===== config.mk =====
export PLATFORM = sky130hd
export DESIGN_NAME = csr_file
export DESIGN_NICKNAME = d
export VERILOG_FILES = /design/src/rtl/csr_file.sv
export SDC_FILE = /design/constraint.sdc
export NUM_CORES = 1
export LEC_CHECK = 0
export ABC_AREA = 0
export CAP_MARGIN = 20
export CORE_MARGIN = 1
export CORE_UTILIZATION = 32
export CTS_CLUSTER_SIZE = 24
export DETAILED_ROUTE_END_ITERATION = 6
export GPL_TIMING_DRIVEN = 1
export SETUP_SLACK_MARGIN = 0.5
export SLEW_MARGIN = 20
export SYNTH_ARGS = -nofsm -noshare
export SYNTH_HDL_FRONTEND = slang
export SYNTH_SLANG_ARGS = --single-unit

===== constraint.sdc =====
create_clock -name clk -period 3.29 [get_ports clk]
set_clock_uncertainty 0.1 [all_clocks]
set_input_delay 0.658 -clock clk [delete_from_list [all_inputs] [get_ports clk]]
set_output_delay 0.658 -clock clk [all_outputs]
set_load 0.03 [all_outputs]

===== src/rtl/csr_file.sv =====
// Machine-mode CSR file: combinational CSR read, write-back commit, trap/mret
// state updates, 64-bit cycle/instret counters and interrupt-pending detection.
module csr_file #(
   parameter logic [31:0] HART_ID  = 32'd0,
   parameter logic [31:0] MISA_VAL = 32'h4000_0100
) (
   input  logic        clk,
   input  logic        rst_n,
   input  logic [11:0] csr_addr,
   output logic [31:0] csr_rd_data,
   input  logic        csr_wr_en,
   input  logic [31:0] csr_wr_data,
   output logic        csr_illegal,
   input  logic        instret_inc,
   input  logic        trap_valid,
   input  logic [31:0] trap_cause,
   input  logic [31:0] trap_pc,
   input  logic [31:0] trap_tval,
   input  logic        mret,
   input  logic        mtip,
   input  logic        meip,
   output logic [31:0] trap_vector,
   output logic [31:0] epc,
   output logic        irq_pending
);

   localparam int unsigned XLEN = 32;
   localparam int unsigned CLEN = 64;

   localparam logic [11:0] ADDR_MSTATUS   = 12'h300;
   localparam logic [11:0] ADDR_MISA      = 12'h301;
   localparam logic [11:0] ADDR_MIE       = 12'h304;
   localparam logic [11:0] ADDR_MTVEC     = 12'h305;
   localparam logic [11:0] ADDR_MSCRATCH  = 12'h340;
   localparam logic [11:0] ADDR_MEPC      = 12'h341;
   localparam logic [11:0] ADDR_MCAUSE    = 12'h342;
   localparam logic [11:0] ADDR_MTVAL     = 12'h343;
   localparam logic [11:0] ADDR_MIP       = 12'h344;
   localparam logic [11:0] ADDR_MCYCLE    = 12'hB00;
   localparam logic [11:0] ADDR_MCYCLEH   = 12'hB80;
   localparam logic [11:0] ADDR_MINSTRET  = 12'hB02;
   localparam logic [11:0] ADDR_MINSTRETH = 12'hB82;
   localparam logic [11:0] ADDR_CYCLE     = 12'hC00;
   localparam logic [11:0] ADDR_CYCLEH    = 12'hC80;
   localparam logic [11:0] ADDR_INSTRET   = 12'hC02;
   localparam logic [11:0] ADDR_INSTRETH  = 12'hC82;
   localparam logic [11:0] ADDR_MHARTID   = 12'hF14;

   localparam logic [XLEN-1:0] ALIGN4_MASK = 32'hFFFF_FFFC;

   logic            mstatus_mie_q, mstatus_mpie_q;
   logic            mie_mtie_q, mie_meie_q;
   logic [XLEN-1:0] mtvec_q, mscratch_q, mepc_q, mcause_q, mtval_q;
   logic [CLEN-1:0] mcycle_q, minstret_q;
   logic [CLEN-1:0] mcycle_nx, minstret_nx;

   logic            addr_impl, addr_ro;
   logic            wr_ok;

   // Read mux and address classification
   always_comb begin
      csr_rd_data = '0;
      addr_impl   = 1'b1;
      addr_ro     = 1'b0;
      case (csr_addr)
         ADDR_MSTATUS:   csr_rd_data = {19'b0, 2'b11, 3'b0, mstatus_mpie_q, 3'b0, mstatus_mie_q, 3'b0};
         ADDR_MISA:      begin csr_rd_data = MISA_VAL; addr_ro = 1'b1; end
         ADDR_MIE:       csr_rd_data = {20'b0, mie_meie_q, 3'b0, mie_mtie_q, 7'b0};
         ADDR_MTVEC:     csr_rd_data = mtvec_q;
         ADDR_MSCRATCH:  csr_rd_data = mscratch_q;
         ADDR_MEPC:      csr_rd_data = mepc_q;
         ADDR_MCAUSE:    csr_rd_data = mcause_q;
         ADDR_MTVAL:     csr_rd_data = mtval_q;
         ADDR_MIP:       begin csr_rd_data = {20'b0, meip, 3'b0, mtip, 7'b0}; addr_ro = 1'b1; end
         ADDR_MCYCLE:    csr_rd_data = mcycle_q[31:0];
         ADDR_MCYCLEH:   csr_rd_data = mcycle_q[63:32];
         ADDR_MINSTRET:  csr_rd_data = minstret_q[31:0];
         ADDR_MINSTRETH: csr_rd_data = minstret_q[63:32];
         ADDR_CYCLE:     begin csr_rd_data = mcycle_q[31:0];    addr_ro = 1'b1; end
         ADDR_CYCLEH:    begin csr_rd_data = mcycle_q[63:32];   addr_ro = 1'b1; end
         ADDR_INSTRET:   begin csr_rd_data = minstret_q[31:0];  addr_ro = 1'b1; end
         ADDR_INSTRETH:  begin csr_rd_data = minstret_q[63:32]; addr_ro = 1'b1; end
         ADDR_MHARTID:   begin csr_rd_data = HART_ID; addr_ro = 1'b1; end
         default:        addr_impl = 1'b0;
      endcase
   end

   assign csr_illegal = ~addr_impl | (csr_wr_en & addr_ro);

   // Software writes lose to trap entry and mret in the same cycle
   assign wr_ok = csr_wr_en & addr_impl & ~addr_ro & ~trap_valid & ~mret;

   // A half-write freezes the other half: no increment, no carry that cycle
   always_comb begin
      mcycle_nx   = mcycle_q + CLEN'(1);
      minstret_nx = minstret_q + CLEN'(instret_inc);
      if (wr_ok) begin
         case (csr_addr)
            ADDR_MCYCLE:    mcycle_nx   = {mcycle_q[63:32], csr_wr_data};
            ADDR_MCYCLEH:   mcycle_nx   = {csr_wr_data, mcycle_q[31:0]};
            ADDR_MINSTRET:  minstret_nx = {minstret_q[63:32], csr_wr_data};
            ADDR_MINSTRETH: minstret_nx = {csr_wr_data, minstret_q[31:0]};
            default: ;
         endcase
      end
   end

   always_ff @(posedge clk) begin
      if (!rst_n) begin
         mstatus_mie_q  <= 1'b0;
         mstatus_mpie_q <= 1'b0;
         mie_mtie_q     <= 1'b0;
         mie_meie_q     <= 1'b0;
         mtvec_q        <= '0;
         mscratch_q     <= '0;
         mepc_q         <= '0;
         mcause_q       <= '0;
         mtval_q        <= '0;
         mcycle_q       <= '0;
         minstret_q     <= '0;
      end else begin
         mcycle_q   <= mcycle_nx;
         minstret_q <= minstret_nx;
         if (trap_valid) begin
            mepc_q         <= trap_pc & ALIGN4_MASK;
            mcause_q       <= trap_cause;
            mtval_q        <= trap_tval;
            mstatus_mpie_q <= mstatus_mie_q;
            mstatus_mie_q  <= 1'b0;
         end else if (mret) begin
            mstatus_mie_q  <= mstatus_mpie_q;
            mstatus_mpie_q <= 1'b1;
         end else if (wr_ok) begin
            case (csr_addr)
               ADDR_MSTATUS: begin
                  mstatus_mie_q  <= csr_wr_data[3];
                  mstatus_mpie_q <= csr_wr_data[7];
               end
               ADDR_MIE: begin
                  mie_mtie_q <= csr_wr_data[7];
                  mie_meie_q <= csr_wr_data[11];
               end
               ADDR_MTVEC:    mtvec_q    <= csr_wr_data & ALIGN4_MASK;
               ADDR_MSCRATCH: mscratch_q <= csr_wr_data;
               ADDR_MEPC:     mepc_q     <= csr_wr_data & ALIGN4_MASK;
               ADDR_MCAUSE:   mcause_q   <= csr_wr_data;
               ADDR_MTVAL:    mtval_q    <= csr_wr_data;
               default: ;
            endcase
         end
      end
   end

   assign trap_vector = mtvec_q;
   assign epc         = mepc_q;
   assign irq_pending = mstatus_mie_q & ((mie_mtie_q & mtip) | (mie_meie_q & meip));

endmodule


==> run metrics <==
Port Buf Inserts 239; hold crit path type reg -> reg; vias in the first global route between 15,000 and 20,000; sequential element share of the synthesized area 0.360; relative max-transition margin 0.450; top cells by area, synth dfxtp_1 36%, a21oi_1 7.6%, nand2_1 6.1%, mux2i_1 6.0%, a222oi_1 5.2%; critical path fanouts, max 8; max-cap violation count 0; Post-Route WL between 70 and 80 mm; placed cell count around 3,000; # fillers 4,582; via count 19,031; count leader, synth dfxtp_1; average cell area after synthesis between 7 and 8 um^2; cells after synthesis 2,023; predominant post-synthesis flop cell dfxtp_1; WL/cell approximately 25 um; Longest Clk Path Bufs 3; IO Count ~250; largest net degree at the start of global routing a little under 100; die width approximately 230 um; WHS approximately 0.35 ns; peak supply drop 0.000335 V; Routed Antenna Nets 0; grt total ovfl 0; violated checks DRC, setup timing; Worst Max-Slew Pin Slew around 0.8 ns; crit path time final 3.47 ns; P_leak around 8.8 nW; CTS sink cnt about 290; Sequential Area just under 6000 um^2; Yosys Warn Count 0; Worst Path Required between 2 and 3 ns; Synth Register Bits around 290; Final setup viols 33; gr usage total 0.292; routability cong. 0.940; Yosys top cell by area dfxtp_1; pre-CTS setup slack -0.707 ns; Commonest cells post-synth 288 x dfxtp_1, 260 x nand2_1, 245 x a21oi_1; Initial Utilization 0.326; Post-Syn Area between 15,000 and 20,000 um^2; number of DRC markers in iteration 0 2,724; # nets final around 2,600; total power between 8 and 9 mW; EDFF count, synth 0; pwr dens roughly 340 nW/um^2; status finished, violations left; final core utilization 0.496; DIE HEIGHT ~230 um; startpoint class of the critical path input port; CTS root buffer clkbuf_16; CTS tree done; worst skew pair latency 0.54 ns; ys async rst share 0; Layout area overhead 52.2%; Non-Filler Instances about 3,100; Multi-input gate area roughly 10,000 um^2; Num CTS Buffers 35; number of vias per cell 6.15; first-pass GRT wire length about 110 mm; Fmax just under 300 MHz; WP data arrival ~2.7 ns; Unique masters post-synth 75; Critical Path Sink Type output pin; initial antenna violation count 0; final routed DRC violation total 18; Slew Limit Fails 0; fin worst setup slack -0.179 ns; Hold Vio Cnt, Final 0; Setup Crit Path Kind in -> out; top cell type's share of synthesized area 0.360; First-pass DRT Iterations 7; Post-DP HPWL 53.0 mm; DIE AREA about 51,000 um^2; layout cells sized above 1 0.243; Core Region slightly below 50,000 um^2; Worst-path clk slew about 0.060 ns; Antenna Cells 0; std cell rows 81; htree depth 2; RSZ-0062 raised after global routing true; Final Cycle Share 1.05
## metal layers
metal  part of all wire  routed length [um]  vias up  track usage
met1               0.40               31200     9268        0.381
met5                  0                   0        -            0
li1                   -                   -     8450            -
met4              0.046                3630        0        0.125
met2               0.46               36400     1086        0.478
met3              0.093                7310      227       0.0445
## logic make-up after synthesis
logic type,Yosys count,share of synthesized area
AOI/OAI and AO/OA,700,0.281
xor gates and xnor gates,62,0.0339
adders and majority gates,3,0.00234
buffers and inverters,229,0.0597
DFF,288,0.360
muxes,98,0.0613
other,1,0.000234
and+or+nand+nor,642,0.202
## state kept, by name (all words and copies together), names as in the netlist, 30 cells and up
signal	cells
trap_vector	30
mscratch_q	32
mtval_q	32
mcause_q	32
epc	30
mcycle_q	64
minstret_q	64
## cell usage in the layout (no fill, tap or decap), types with 10 or more instances in the layout
master	instances
a222oi_1	84
nand4_1	54
clkdlybuf4s50_1	192
buf_8	10
nor2_1	55
xnor2_1	38
o22ai_2	18
o21a_1	10
a22oi_2	11
buf_16	12
mux2i_1	95
inv_1	17
clkbuf_16	42
a22oi_1	71
a311oi_1	10
nand3_1	61
clkbuf_1	12
nand2_1	247
buf_6	53
o21ai_1	13
buf_12	74
a31oi_1	17
nor3_1	33
o21ai_0	132
xor2_1	24
nand3_4	23
buf_4	197
a21oi_1	231
nor4_1	17
dfxtp_1	288
a21oi_2	12
and3_1	25
## stage by stage
| stage | cell area (um^2) | setup TNS (ns) |
|---|---|---|
| after floorplan | 16400 | 0 |
| after global placement | 21100 | -49.02 |
| after detailed placement | 21100 | -53.45 |
| after CTS | 23300 | -3.36 |
| after global routing | 24400 | -5.72 |
| final | 24400 | -4.01 |
## what timing repair did
action,CTS,global route
endpoints found under the setup margin,177,150
gates resized for setup,141,164
cloned,14,6
hold buffers,0,0
pin swaps,56,105
setup buffers,39,30
## report_power, final
group          internal, mW  switching (mW)  leakage, nW  total, mW
logic                 0.347           0.442         5.96      0.790
registers              3.58          0.0723         2.34       3.65
clock network          2.25            1.56        0.542       3.81
total                  6.18            2.07         8.85       8.25
## area by class of cell
type                            count  area share
Clock buffer                       55      0.0427
Clock inverter                      5     0.00267
Multi-Input combinational cell   1510       0.429
Inverter                           19     0.00313
Sequential cell                   288       0.236
Tap cell                          664      0.0341
Timing Repair Buffer              552       0.253
## worst max-delay path, stage by stage
cell and delay (ns):
buf_6 0.10, buf_6 0.11, or4_4 0.54, buf_8 0.14, nor3_4 0.15, buf_12 0.14, buf_12 0.12, buf_12 0.11
buf_16 0.14, a222oi_1 0.11, buf_4 0.18, nand3_4 0.09, buf_12 0.12
## path summary, 6_finish.rpt
kind / startpoint / to / slack (ns) / cells past startpoint
setup / recovery: csr_addr[5] / csr_rd_data[23] / -0.18 / 13
hold / removal: mscratch_q[27] / mscratch_q[27] / 0.35 / 2
setup reg to reg: mcycle_q[7] / mcycle_q[56] / 0.41 / 8
hold reg to reg: mscratch_q[27] / mscratch_q[27] / 0.35 / 2
Note: power is estimated with default switching activity, not from simulation.
